### src/rtl/punctured_transmitter.sv
// Punctured convolutional transmitter: scrambles a data frame, appends a zero
// tail and scrambled pad, encodes each bit with a K=7 rate-1/2 code and
// punctures the coded pairs down to rate 1/2, 2/3 or 3/4.
module punctured_transmitter #(
  parameter int         LEN_W    = 16,
  parameter int         PAD_W    = 8,
  parameter int         TAIL_LEN = 6,
  parameter logic [6:0] G0       = 7'o133,
  parameter logic [6:0] G1       = 7'o171
) (
  input  logic             Clk,
  input  logic             reset,
  input  logic             start,
  input  logic [LEN_W-1:0] frame_len,
  input  logic [PAD_W-1:0] tail_pad_length,
  input  logic [1:7]       initial_seed,
  input  logic [1:0]       rate_sel,
  input  logic             data_in,
  output logic             data_req,
  output logic             A_out,
  output logic             B_out,
  output logic             A_valid,
  output logic             B_valid,
  output logic             busy,
  output logic             done
);

  localparam int TAIL_W = $clog2(TAIL_LEN + 1);
  localparam int LP_W   = (LEN_W > PAD_W) ? LEN_W : PAD_W;
  localparam int CNT_W  = (LP_W > TAIL_W) ? LP_W : TAIL_W;

  localparam logic [CNT_W-1:0] TAIL_LAST = CNT_W'(TAIL_LEN - 1);

  typedef enum logic [1:0] {
    IDLE = 2'd0,
    DATA = 2'd1,
    TAIL = 2'd2,
    PAD  = 2'd3
  } state_t;

  state_t state, state_next;

  // Per-frame configuration captured when start is accepted.
  logic [LEN_W-1:0] len_q;
  logic [PAD_W-1:0] pad_q;
  logic [1:0]       rate_q;

  logic [1:7]       sr;       // scrambler shift register
  logic [5:0]       hist;     // encoder history: hist[5] = e0 (newest) .. hist[0] = e5
  logic [1:0]       phase;    // puncture phase
  logic [CNT_W-1:0] cnt;      // bits processed in the current state

  logic [CNT_W-1:0] len_last;
  logic [CNT_W-1:0] pad_last;
  logic             fb;
  logic             enc_bit;
  logic             active;
  logic             scr_adv;
  logic             last_bit;
  logic             punct_a;
  logic             punct_b;
  logic             phase_last;
  logic             accept;

  assign len_last = CNT_W'(len_q) - CNT_W'(1);
  assign pad_last = CNT_W'(pad_q) - CNT_W'(1);
  assign fb       = sr[4] ^ sr[7];
  assign accept   = (state == IDLE) && start;
  assign busy     = (state != IDLE) || done;

  // State register with synchronous reset.
  always_ff @(posedge Clk) begin
    // NOTE: non-blocking assignments so every register samples pre-edge values.
    if (reset) state <= IDLE;
    else       state <= state_next;
  end

  // Next-state logic and per-cycle bit source selection.
  always_comb begin
    // NOTE: every output gets a default first so no path infers a latch.
    state_next = state;
    data_req   = 1'b0;
    enc_bit    = 1'b0;
    active     = 1'b0;
    scr_adv    = 1'b0;
    last_bit   = 1'b0;
    case (state)
      IDLE: begin
        if (start) state_next = (frame_len != '0) ? DATA : TAIL;
      end
      DATA: begin
        data_req = 1'b1;
        active   = 1'b1;
        scr_adv  = 1'b1;
        enc_bit  = data_in ^ fb;
        if (cnt == len_last) state_next = TAIL;
      end
      TAIL: begin
        active = 1'b1;
        if (cnt == TAIL_LAST) begin
          if (pad_q != '0) begin
            state_next = PAD;
          end else begin
            state_next = IDLE;
            last_bit   = 1'b1;
          end
        end
      end
      PAD: begin
        active  = 1'b1;
        scr_adv = 1'b1;
        enc_bit = fb;  // pad input is zero, so the scrambled bit is the feedback
        if (cnt == pad_last) begin
          state_next = IDLE;
          last_bit   = 1'b1;
        end
      end
      default: state_next = IDLE;
    endcase
  end

  // Puncture pattern lookup for the current phase.
  always_comb begin
    punct_a    = 1'b1;
    punct_b    = 1'b1;
    phase_last = 1'b1;
    case (rate_q)
      2'd1: begin
        punct_b    = (phase == 2'd0);
        phase_last = (phase == 2'd1);
      end
      2'd2: begin
        punct_a    = (phase != 2'd2);
        punct_b    = (phase != 2'd1);
        phase_last = (phase == 2'd2);
      end
      default: ;
    endcase
  end

  // Datapath: configuration capture, scrambler, encoder, puncture and outputs.
  always_ff @(posedge Clk) begin
    // NOTE: reset wins over start; all state and outputs clear so an aborted frame never signals done.
    if (reset) begin
      len_q   <= '0;
      pad_q   <= '0;
      rate_q  <= '0;
      sr      <= '0;
      hist    <= '0;
      phase   <= '0;
      cnt     <= '0;
      A_out   <= 1'b0;
      B_out   <= 1'b0;
      A_valid <= 1'b0;
      B_valid <= 1'b0;
      done    <= 1'b0;
    end else begin
      A_valid <= 1'b0;
      B_valid <= 1'b0;
      done    <= 1'b0;
      if (accept) begin
        len_q  <= frame_len;
        pad_q  <= tail_pad_length;
        rate_q <= rate_sel;
        sr     <= initial_seed;
        hist   <= '0;
        phase  <= '0;
        cnt    <= '0;
      end else if (active) begin
        A_out   <= ^(G0 & {enc_bit, hist});
        B_out   <= ^(G1 & {enc_bit, hist});
        A_valid <= punct_a;
        B_valid <= punct_b;
        done    <= last_bit;
        hist    <= {enc_bit, hist[5:1]};
        if (scr_adv) sr <= {fb, sr[1:6]};
        phase   <= phase_last ? 2'd0 : phase + 2'd1;
        cnt     <= (state_next != state) ? '0 : cnt + CNT_W'(1);
      end
    end
  end

endmodule

### config.mk
export PLATFORM = sky130hd
export DESIGN_NAME = punctured_transmitter
export DESIGN_NICKNAME = d
export VERILOG_FILES = /design/src/rtl/punctured_transmitter.sv
export SDC_FILE = /design/constraint.sdc
export NUM_CORES = 1
export LEC_CHECK = 0
export ABC_AREA = 1
export CAP_MARGIN = 0
export CORE_ASPECT_RATIO = 1.5
export CORE_UTILIZATION = 62
export CTS_BUF_LIST = sky130_fd_sc_hd__clkbuf_8
export DETAILED_ROUTE_END_ITERATION = 7
export GPL_ROUTABILITY_DRIVEN = 0
export GPL_TIMING_DRIVEN = 0
export PLACE_DENSITY = 0.95
export REMOVE_ABC_BUFFERS = 1
export SETUP_SLACK_MARGIN = 0.3
export SLEW_MARGIN = 20
export SYNTH_ARGS = -nofsm -noshare
export SYNTH_HDL_FRONTEND = slang
export SYNTH_SLANG_ARGS = --single-unit
### constraint.sdc
create_clock -name Clk -period 5.9 [get_ports Clk]
set_input_delay 1.475 -clock Clk [delete_from_list [all_inputs] [get_ports Clk]]
set_output_delay 1.475 -clock Clk [all_outputs]
set_load 0.03 [all_outputs]
[After elaboration in Yosys (flattened, before gate mapping)]
Index checks and enable logic that the tools add are counted.
Cells by class
  add/sub/neg operators: 4
  equality and inequality tests: 13
  mux-type cells: 23
  bitwise operators: 4
  reductions and logical operators: 17
Operators by type and width (number)
  16-bit equality test: 2
  7-bit 2-to-1 mux: 3
  16-bit by 1-bit adder with 16-bit output (second input constant): 1
  16-bit by 3-bit equality test with 1-bit output (second input constant): 1
  16-bit 2-to-1 mux: 1
  16-bit nonzero test: 1
  16-bit by 1-bit subtractor with 16-bit output (second input constant): 1
  2-bit 2-to-1 mux: 7
  7-bit XOR reduction: 2
  8-bit by 1-bit subtractor with 9-bit output (second input constant): 1
  2-bit equality test (second input constant): 4
  1-bit one-hot mux with 2 select lines: 4
  2-bit one-hot mux with 4 select lines: 1
  8-bit nonzero test: 1
  1-bit 2-to-1 mux: 7
  2-bit by 1-bit equality test with 1-bit output (second input constant): 3
  2-bit nonzero test: 3
  3-bit OR reduction: 2
  2-bit zero test: 2
  2-bit AND reduction: 2
  2-bit OR reduction: 2
  2-bit by 1-bit adder with 2-bit output (second input constant): 1
  2-bit by 1-bit inequality test with 1-bit output (second input constant): 1
  2-bit inequality test: 1
  5 further kinds: 7
Word-level totals
  register bits after elaboration: 64

[Depth between registers and ports, before layout]
Gate-level depths: netlist (run 1).
  depth after elaboration: 6
  gate-level depth with buffers: 20
  gate-level depth less buffers: 19

[Least setup slack after synthesis (run 1)]
No wires, ideal clock.
  kind: input to register
  start point: in frame_len[8]
  end point: reg cnt[9]
  library setup time: 0.119 ns
  data arrival time: 2.727 ns
  required time: 5.781 ns
  slack: 3.055 ns
  cell stages on the path: 9
  path buffers: 1
  cells stage by stage: or3_1 > nor4_1 > or2_2 > nand4_1 > nand2_1 > inv_1 > nand2_4 > buf_12 > nor2_2
Between the ends
  word-level cells in the longest chain between the ends: 6
RTL lines
  start: declaration: RTL line 14  | input logic [LEN_W-1:0] frame_len,
  16-bit nonzero test: RTL line 89  | if (start) state_next = (frame_len != '0) ? DATA : TAIL;
  2-bit 2-to-1 mux (2 in a row): RTL line 89
  2-bit one-hot mux with 4 select lines: RTL line 87  | case (state)
  2-bit inequality test: RTL line 178  | cnt <= (state_next != state) ? '0 : cnt + CNT_W'(1);
  16-bit 2-to-1 mux: RTL line 178
  end signal: assignment: RTL line 178
  end: declaration: RTL line 51  | logic [CNT_W-1:0] cnt;
No other way between the ends.
A chain may end at the register's enable or synchronous reset.

[Worst setup path in the final report (run 1)]
  start point: reg state[0]
  end point: out busy
Between the ends
  word-level cells in the longest chain between the ends: 2
RTL lines
  start: declaration: RTL line 41  | state_t state, state_next;
  start signal: assignment: RTL line 75  | else state <= state_next;
  2-bit nonzero test: RTL line 69  | assign busy = (state != IDLE) || done;
  1-bit logical OR: RTL line 69
  end: declaration: RTL line 24  | output logic busy,
No other way between the ends.

==> summary by stage, run 1 <==
STA
After layout, the worst setup slack is 1630 ps. The ratio of final minimum period to clock period is 72.4%. Across all hold checks on the routed design, the worst slack comes to 501 ps. The worst clock skew on the final layout is 11.0 ps. Adding up every negative setup slack in the final design gives 0 ps.

The final hold violation count is 0. After layout, the minimum clock period comes to 4270 ps. At the pin with the least slew margin, the transition time is 1010 ps. In this run the tightest slew margin relative to its limit is 32.3%. The number of max-slew violations in the final report came to 0. Setup violations remaining at the end of the flow were counted as 0. Static timing analysis puts the maximum clock frequency at 0.234 GHz. Setup repair after global routing left no endpoint under its margin.

Run
The number of maximum-capacitance constraint violations is 0.

Detailed routing
The detailed router placed 3800 vias in this run. After detailed routing, the number of remaining DRC violations is 0. The average vias per placed instance is 5.56. The highest routed metal layer is met4. The amount of wire on met3 after detailed routing is 467 um.

The pre-antenna-repair detailed-routing pass consisted of 5 iterations. The average detailed-routed wire length per instance is 13.4 um. In this run, the number of DRC markers left after iteration 0 of detailed routing was 287. In this run the remaining antenna-violating nets after routing total 0.

In the final routing, the length of wire on met1 measures 3.48 mm. After detailed routing, the total wire length is 9.18 mm. In the detailed route, the total length drawn on met2 is 4.80 mm.

Setup path
The worst setup path is launched from a flip-flop. The worst register-to-register path has a depth of 8. On the critical path, the stage with the largest delay is an instance of sky130_fd_sc_hd__nor2_2. Data on the critical path is required at its endpoint by 4430 ps. The capturing element type of the critical path is an output pin. In this design, the stage delay of the slowest critical-path cell is 650 ps. By startpoint and endpoint, the worst setup path is classified as reg -> out.

The data arrival time of the worst path is 2800 ps. In this run the worst path has a maximum fanout of 17. In this run the register-to-register setup slack is 2520 ps. The signal on the critical path passes through nor2_2 > inv_1 > or2_2 > clkdlybuf4s50_1.

Clock tree
Buffers inserted to repair hold after CTS numbered 0. The H-tree depth is 3. Clock tree synthesis inserted a total of 9 buffers. The clock transition at the register clock pins on the worst setup and hold paths after CTS is 70 ps. At the later pin of the worst-skew pair, clock insertion delay measures 350 ps. In this run, post-CTS repair resized a total of 0 instances.

The cell sitting at the root of the clock tree is a sky130_fd_sc_hd__clkbuf_8. The clock passes through at most 2 buffers. For this design, the sink count on the clock tree is 64. Once the clock tree was built, the setup fixing pass inserted 0 buffers. The CTS tree is done.

Placed design
Port buffering added 43 buffers. The setup slack after placement is 1460 ps. Including well taps, the total number of placed cells is 668. The half-perimeter wire length of the detailed placement result is 6.47 mm.

Final layout
Leaving out fill and tap cells, the most frequent cell in the layout is sky130_fd_sc_hd__nand2_1. 0 antenna diodes ended up in the layout. The fraction of layout cells with a size suffix above 1 is 8.50%. The filler cells instantiated in the layout total 439.

Compared with the post-synthesis result, the final layout area differs by 15.5%. In the layout the commonest cells are sky130_fd_sc_hd__nand2_1 (120), sky130_fd_sc_hd__nor2_1 (81), sky130_fd_sc_hd__inv_1 (73). The count of cells in the finished layout, fillers not included, comes to 684. Summing all multi-input logic gate instances after layout gives 2240 um2. The sequential cell area is 1280 um2.

In the final design database the tool counted 653 nets.

Global route
The initial antenna violation count is 0. The first-pass GRT wire length is 15.5 mm. Entering global routing, the biggest net connects 50 pins.

The via count of the first global-routing pass came to 3744. For this run the aggregate overflow at the end of global routing stands at 0. The global router's overall resource usage is 30.6%.

Die
The number of top-level pins is 44. The initialized floorplan defines 34 standard-cell rows. From left edge to right edge, the die measures 66.6 um.

The floorplan die area is 6580 um2. The core footprint is 5910 um2. The initial utilization of the core area, before any placement, comes to 65.6%.

The die height is 98.9 um.

Yosys
Of the synthesized area, sequential elements account for 33.0%. The cell accounting for the most synthesized area is sky130_fd_sc_hd__dfxtp_1. The number of register bits inferred by synthesis is 64.

The post-synthesis cell type count is 39. By area the synthesized netlist is led by sky130_fd_sc_hd__dfxtp_1 (33%), sky130_fd_sc_hd__nand2_1 (12%), sky130_fd_sc_hd__nor2_1 (7.9%). The count of mapped cells out of synthesis is 571. The average instance in the mapped netlist occupies 6.79 um2. The proportion of netlist area held by the largest area contributor is 33.0%. During synthesis, Yosys emitted a total of 0 warnings. The cell area after synthesis is 3880 um2.

Min path
The number of stages on the worst hold path is 2. The worst min-delay path category is reg -> reg.

Power and ir drop
The maximum ir drop on the vdd rail is 224 uV. The post-layout total power is 1.07 mW. Power spread over the standard cell area amounts to 239 nW/um2.

The leakage power is 1.98 nW.

Status
The run finished with clean final reports.
==> synthesized netlist by cell type (all sizes together) <==
library cell  count
nor4              1
a21boi            1
or3               1
o21ai            44
a211oi            1
xnor2            15
nand3            37
and2              1
nand3b            3
a211o             1
nand2           126
xnor3             1
a32o              2
buf               5
clkinv            1
nor3              6
dfxtp            64
clkbuf           13
o211ai            2
inv              73
or2               2
a2111oi           1
nand4             9
a21oi            22
nor2            104
ha                9
xor2             26
==> report_power, final <==
part / internal (mW) / switching (mW) / leakage, nW / total (mW)
registers: 0.456 / 0.0264 / 0.524 / 0.483
logic: 0.103 / 0.157 / 1.36 / 0.260
clock network: 0.158 / 0.168 / 0.0982 / 0.326
==> state kept, by name, indices dropped and copies added, names as in the netlist <==
name     cells
A_out        1
A_valid      1
B_out        1
B_valid      1
cnt         16
done         1
hist         6
len_q       16
pad_q        8
phase        2
rate_q       2
sr           7
state        2
==> routing by layer <==
layer / vias to the layer above / GRT usage (%)
li1: 1866 / -
met1: 1757 / 30.6
met3: 42 / 5.90
met2: 135 / 54.8
met4: 0 / 20.6
met5: - / 0
==> area by class of cell <==
class                      count  share of cell area [%]
clock buffer                  10                    3.07
sequential                    64                    28.6
inverter                      74                    6.20
tap                           72                    2.01
clock inverter                 6                   0.614
timing repair buffer          43                    9.61
multi-input combinational    415                    49.9
==> critical path, delay by kind of cell, from the launching register on <==
kind                   cells  cell delay (ps)
DFF                        1              430
buffers and inverters      2              990
and+or+nand+nor            2             1020
==> path summary, 6_finish.rpt <==
check | startpoint | endpoint
max | state[0] | busy
min | pad_q[1] | pad_q[1]
max reg2reg | state[0] | cnt[4]
min reg2reg | pad_q[1] | pad_q[1]
==> stage by stage <==
step                      utilization [%]  area [um2]
after floorplan                         -        3790
after global placement               72.9        4310
after detailed placement             72.9        4310
after CTS                            75.7        4480
after global routing                 75.8        4480
final                                75.8        4480
==> cell families (layout without fill, tap and decap cells) <==
family                   Yosys count  after routing  share of synthesized area, %
AND/OR/NAND/NOR                  290            290                          34.4
buffers and inverters             92            133                          9.45
AO/OA/AOI/OAI                     74             74                          10.4
flip-flops                        64             64                          33.0
XOR/XNOR                          42             42                          9.84
adder cells (fa/ha/maj)            9              9                          2.90
Power figures use the tool's default switching activity.
==> run 2: changes to the inputs <==
--- a/config.mk
+++ b/config.mk
@@ -8,12 +8,12 @@
 export ABC_AREA = 1
 export CAP_MARGIN = 0
 export CORE_ASPECT_RATIO = 1.5
-export CORE_UTILIZATION = 62
+export CORE_UTILIZATION = 58
 export CTS_BUF_LIST = sky130_fd_sc_hd__clkbuf_8
 export DETAILED_ROUTE_END_ITERATION = 7
 export GPL_ROUTABILITY_DRIVEN = 0
 export GPL_TIMING_DRIVEN = 0
-export PLACE_DENSITY = 0.95
+export PLACE_DENSITY = 0.93
 export REMOVE_ABC_BUFFERS = 1
 export SETUP_SLACK_MARGIN = 0.3
 export SLEW_MARGIN = 20
==> constraint.sdc (replaced) <==
create_clock -name Clk -period 4.1 [get_ports Clk]
set_input_delay 1.025 -clock Clk [delete_from_list [all_inputs] [get_ports Clk]]
set_output_delay 1.025 -clock Clk [all_outputs]
set_load 0.03 [all_outputs]
==> summary by stage, run 2 (same netlist as run 1, synthesis figures left out) <==
Status
The run finished with clean final reports.

Setup path
The top fanout value on the critical path is 17. The capturing element type of the critical path is an output pin. The critical path startpoint category is a flip-flop.

The category of the critical setup timing path is reg -> out. At the worst endpoint, the arrival time is 2480 ps. The critical path data required time is 3070 ps.

Final layout
The library cells used most frequently in the layout, excluding fill and tap cells, are sky130_fd_sc_hd__nand2_1 (120), sky130_fd_sc_hd__nor2_1 (81), sky130_fd_sc_hd__inv_1 (71). The most common cell after layout, fill and taps aside is sky130_fd_sc_hd__nand2_1. The final design instance area without fill is 4530 um2. The final layout contains 653 nets. The antenna diode count is 0. The largest registers in the layout are cnt (16), len_q (16), pad_q (8). The fraction of layout cells with a size suffix above 1 is 8.84%. The fraction of the core area covered by cells at the end of the flow is 69.9%. The finished layout holds 687 standard cells, fillers aside. The growth of design area from synthesis to finish is 16.9%.

Placed design
After legalization and detailed placement, the total HPWL measured 6.51 mm. Port buffering added 43 buffers. The placed standard-cell area is 4320 um2. The placed instance count is 672.

Clock tree
Once the clock tree was built, the setup fixing pass inserted 0 buffers. The H-tree depth is 3. The clock transition at the register clock pins on the worst setup and hold paths after CTS is 70 ps. Counting the buffers created by CTS gives 9.

The number of buffers added to fix hold violations after cts is 0. TritonCTS built the clock tree. The worst-case clock buffer depth is 2.

The clock net in this run drives a total of 64 sinks. The source-to-sink clock delay at the later pin of the worst-skew pair is 360 ps. The number of instances resized during post-cts repair is 1. The CTS root buffer is sky130_fd_sc_hd__clkbuf_8.

Global route
The first-pass GRT wire length is 15.0 mm. The total overflow left after global routing is 0. Global routing consumed, over all layers together, 28.7% of the routing resources. The initial antenna violation count is 0. Entering global routing, the biggest net connects 50 pins.

The via count of the first global-routing pass is 3633.

Power and ir drop
The analysis attributes to cell leakage a power of 1.99 nW. For this design the ratio of total power to cell area is 361 nW/um2. The post-layout total power is 1.64 mW.

The maximum ir drop on the vdd rail is 265 uV.

STA
The setup violation total in the final timing report is 0. Headroom to the max-slew limit came out at 33.2%. The worst clock skew on the final layout is 6.47 ps. For the pin with the worst max-slew slack, the measured transition is 1000 ps. Subtracting the final worst setup slack from the clock period gives 3500 ps. The ratio of final minimum period to clock period is 85.4%. Static timing analysis puts the maximum clock frequency at 0.285 GHz. The final hold violation count is 0. Setup repair after global routing left no endpoint under its margin. The worst hold slack across all endpoints is 499 ps. The number of max-slew violations in the final report is 0.

Die
The total area inside the core boundary comes to 6490 um2. In this run the core area contains 36 standard-cell rows. The die height is 102 um. The overall die width is 68.8 um.

44 I/O pins were placed. The die covers 7030 um2. The starting density of the core is 59.8%.

Detailed routing
The number of design-rule violations left by the first detailed-router iteration is 219. After detailed routing, the number of vias per cell comes to 5.38. Once detail routing completed, the nets flagged for antenna violations numbered 0. Across all layers, the routed design uses 3696 vias. Wires add up to 8.98 mm. In the routed design, unresolved DRC markers number 0. The total iterations of the first detailed-routing run is 5. After detailed routing, the average wire length per cell comes to 13.1 um.

Run
The tool flagged a number of max-cap violations equal to 0.

Min path
The tightest min-delay check is of the reg -> reg type.
[run 2: cell count changes in the layout (fill, tap and decap cells not counted), sizes merged]
| cell | delta |
|---|---|
| clkinv | -3 |
| clkbuf | +2 |
| inv | -2 |
| bufinv | +1 |
| clkinvlp | +1 |
[run 2: worst paths after layout]
kind	startpoint	endpoint	slack [ps]	cells past startpoint
setup reg to reg	state[0]	cnt[0]	940	8
hold reg to reg	pad_q[1]	pad_q[1]	500	2
setup / recovery	state[0]	busy	600	4
hold / removal	pad_q[1]	pad_q[1]	500	2
[run 2: worst max-delay path, stage by stage (launching register included)]
cell                              delay (ps)
sky130_fd_sc_hd__dfxtp_1                 440
sky130_fd_sc_hd__nor2_4                  420
sky130_fd_sc_hd__inv_1                   310
sky130_fd_sc_hd__or2_2                   350
sky130_fd_sc_hd__clkdlybuf4s50_1         590
[run 2: through the flow]
stage	setup TNS, ps	setup WS [ps]
2_1_floorplan	0	959
3_3_place_gp	-9200	-486
3_5_place_dp	0	118
4_1_cts	0	301
5_1_grt	0	442
6_report	0	597
[run 2: per-layer routing]
| metal | part of all wire (%) | wire (um) | global-route usage [%] |
|---|---|---|---|
| met5 | 0 | 0 | 0 |
| met4 | 3.9 | 352 | 16.0 |
| met1 | 39 | 3500 | 27.1 |
| met2 | 52 | 4690 | 52.8 |
| met3 | 4.8 | 430 | 8.82 |
[run 2: layout make-up]
class	count	area, um2
clock buffer	12	165
clock inverter	3	40.0
fill	537	1950
inverter	74	282
multi-input combinational	415	2240
sequential	64	1280
tap	76	95.1
timing repair buffer	43	430
[run 2: where the power goes]
| group | internal [mW] | switching (mW) | total, mW |
|---|---|---|---|
| logic | 0.149 | 0.220 | 0.370 |
| registers | 0.657 | 0.0376 | 0.694 |
| clock network | 0.325 | 0.246 | 0.571 |
| total | 1.13 | 0.504 | 1.64 |
==> run 3: changes to the inputs <==
--- a/config.mk
+++ b/config.mk
@@ -8,12 +8,13 @@
 export ABC_AREA = 1
 export CAP_MARGIN = 0
 export CORE_ASPECT_RATIO = 1.5
-export CORE_UTILIZATION = 58
+export CORE_UTILIZATION = 62
 export CTS_BUF_LIST = sky130_fd_sc_hd__clkbuf_8
 export DETAILED_ROUTE_END_ITERATION = 7
+export DONT_BUFFER_PORTS = 1
 export GPL_ROUTABILITY_DRIVEN = 0
 export GPL_TIMING_DRIVEN = 0
-export PLACE_DENSITY = 0.93
+export PLACE_DENSITY = 0.89
 export REMOVE_ABC_BUFFERS = 1
 export SETUP_SLACK_MARGIN = 0.3
 export SLEW_MARGIN = 20
==> summary by stage, run 3 (same netlist as run 1, synthesis figures left out) <==
Status
The run finished with clean final reports.

Detailed routing
For this run, design rule violations remaining after detail routing come to 0. The first routing iteration left 176 violations. After detailed routing, the average wire length per cell comes to 13.1 um. Across all layers, the routed design uses 3486 vias.

The detail route stage leaves a number of antenna-violating nets equal to 0. After detailed routing, the total wire length is 8.38 mm. The first detailed-routing pass took 4 iterations. Using the TritonRoute via totals, the vias-per-cell ratio works out to 5.44.

Power and ir drop
Summed over all cells, the static leakage comes to 1.82 nW. The worst-case IR drop observed on VDD is 252 uV. Dividing total power by cell area gives a power density of 380 nW/um2.

STA
The final hold violation count is 0. Summed over all failing endpoints, the final setup total negative slack is 0 ps. The number of max-slew violations in the final report was 0. The worst-case headroom to the max-slew limit is 32.8%. The final critical delay including setup and external delays is 3290 ps. Setup repair after global routing left no endpoint under its margin.

The worst clock skew on the final layout is 6.86 ps. The ratio of final minimum period to clock period is 80.3%. Derived from the worst setup path, the maximum achievable clock frequency is 0.304 GHz. The slew at the pin closest to its max-slew limit is 1010 ps. Setup violations remaining at the end of the flow were counted as 0.

Clock tree
The number of clock buffers inserted by TritonCTS is 9. TritonCTS built the clock tree. Clock-pin slew was measured on the worst setup and hold paths at 70 ps. The longest clock path from root to sink contains 2 buffers.

The H-tree generated during clock tree synthesis spans 3 levels. The source-to-sink clock delay at the later pin of the worst-skew pair is 340 ps. The number of buffers added to fix hold violations after cts is 0.

The number of sinks driven by the clock tree is 64. The tree is rooted in a sky130_fd_sc_hd__clkbuf_8.

Final layout
In the final layout, the share of cells above drive strength 1 is 9.67%. The fraction of the core area covered by cells at the end of the flow is 69.1%. The area taken by multi-input logic gates is 2240 um2. Leaving out fill and tap cells, the most frequent cell in the layout is sky130_fd_sc_hd__nand2_1. The antenna diode count is 0. The net count of the finished layout is 610. Leaving out fill and tap cells, the most frequent cells in the layout are sky130_fd_sc_hd__nand2_1 (120), sky130_fd_sc_hd__nor2_1 (81), sky130_fd_sc_hd__inv_1 (71). The largest registers in the layout are cnt (16), len_q (16), pad_q (8).

In the final layout, flip-flops and latches occupy 1280 um2. The filler cells instantiated in the layout total 490. Relative to the synthesized area, the layout overhead comes to 5.32%.

Placed design
The total of buffers placed on input and output ports is 0. The half-perimeter wire length of the detailed placement result is 6.19 mm.

Setup path
The top fanout value on the critical path is 17. The worst setup path is of the reg -> out kind. The startpoint of the most critical register-to-register path is state[0]. The worst register-to-register path has a depth of 8. The capturing element type of the critical path is an output pin. The worst register-to-register path ends at cnt[0]. The critical path startpoint category is a flip-flop. In this run the register-to-register setup slack is 850 ps. Data on the critical path is required at its endpoint by 3070 ps. Data on the critical path arrives at its endpoint at 2270 ps.

The most critical setup path has its startpoint at state[0].

Min path
The number of stages on the worst hold path is 2. In this run the most critical hold path is launched from rate_q[1]. The worst hold path belongs to the class reg -> reg. The worst hold endpoint is rate_q[1].

Global route
The largest net degree at the start of global routing is 50. The final global-route overflow total is 0. The first global-routing pass estimated 14.7 mm of wire. The global router's overall resource usage is 28.9%.

The initial antenna violation count came to 0. The via count of the first global-routing pass was 3504.

Die
The starting density of the core is 65.6%. Pin placement for this block handled 44 I/O pins. The floorplan step defined a core boundary enclosing 5910 um2. The floorplan step set the die height to 98.9 um. From left edge to right edge, the die measures 66.6 um. The floorplan row count is 34. The floorplan step defined a die boundary enclosing 6580 um2.

Run
The number of maximum-capacitance constraint violations is 0.
run 3: cell count changes in the layout (fill, tap and decap cells not counted), sizes merged:
cell           previous run  this run
clkdlybuf4s50            43         0
clkinv                    2         5
clkbuf                   12        10
run 3: cell type report:
cell class / instances / area share [%]
clock inverter: 6 / 1.44
multi-input combinational: 415 / 54.7
tap: 72 / 2.21
clock buffer: 10 / 3.37
sequential: 64 / 31.4
inverter: 74 / 6.89
run 3: power breakdown:
part	total [mW]	internal (mW)	switching (mW)
Sequential	0.701	0.657	0.0442
Combinational	0.316	0.111	0.205
Clock	0.537	0.294	0.243
Total	1.55	1.06	0.492
run 3: metrics by stage:
step	worst slack [ps]	hold slack [ps]	cells	total power [mW]	area, um2
detailed placement	536	480	625	1.03	3880
finish	808	492	641	1.55	4090
floorplan	959	453	553	0.959	3790
global placement	-13.3	467	625	1.01	3880
CTS	432	490	641	1.56	4080
global route	449	519	641	1.64	4090
run 3: how the worst max path moves through the flow:
stage,end,cells past startpoint
after global routing,cnt[2],8
after detailed placement,cnt[0],8
after global placement,cnt[1],7
after CTS,busy,3
final,busy,3
after floorplan,cnt[0],7
run 3: layer usage:
metal | global-route usage (%) | vias up | routed length (um)
met5 | 0 | - | 0
met4 | 15.7 | 0 | 229
met3 | 5.67 | 20 | 396
met2 | 51.6 | 85 | 4550
met1 | 30.8 | 1597 | 3210
li1 | - | 1784 | -
run 3: timing repair:
| item | CTS | global route |
|---|---|---|
| hold endpoints to repair | 0 | 0 |
| resized for setup | 0 | 1 |
| endpoints found under the setup margin | 0 | 15 |
| setup buffers | 0 | 0 |
run 3: critical path, stage by stage, from the launching register on:
cell                      delay (ps)
sky130_fd_sc_hd__dfxtp_1         440
sky130_fd_sc_hd__nor2_2          620
sky130_fd_sc_hd__inv_1           390
sky130_fd_sc_hd__or2_2           470
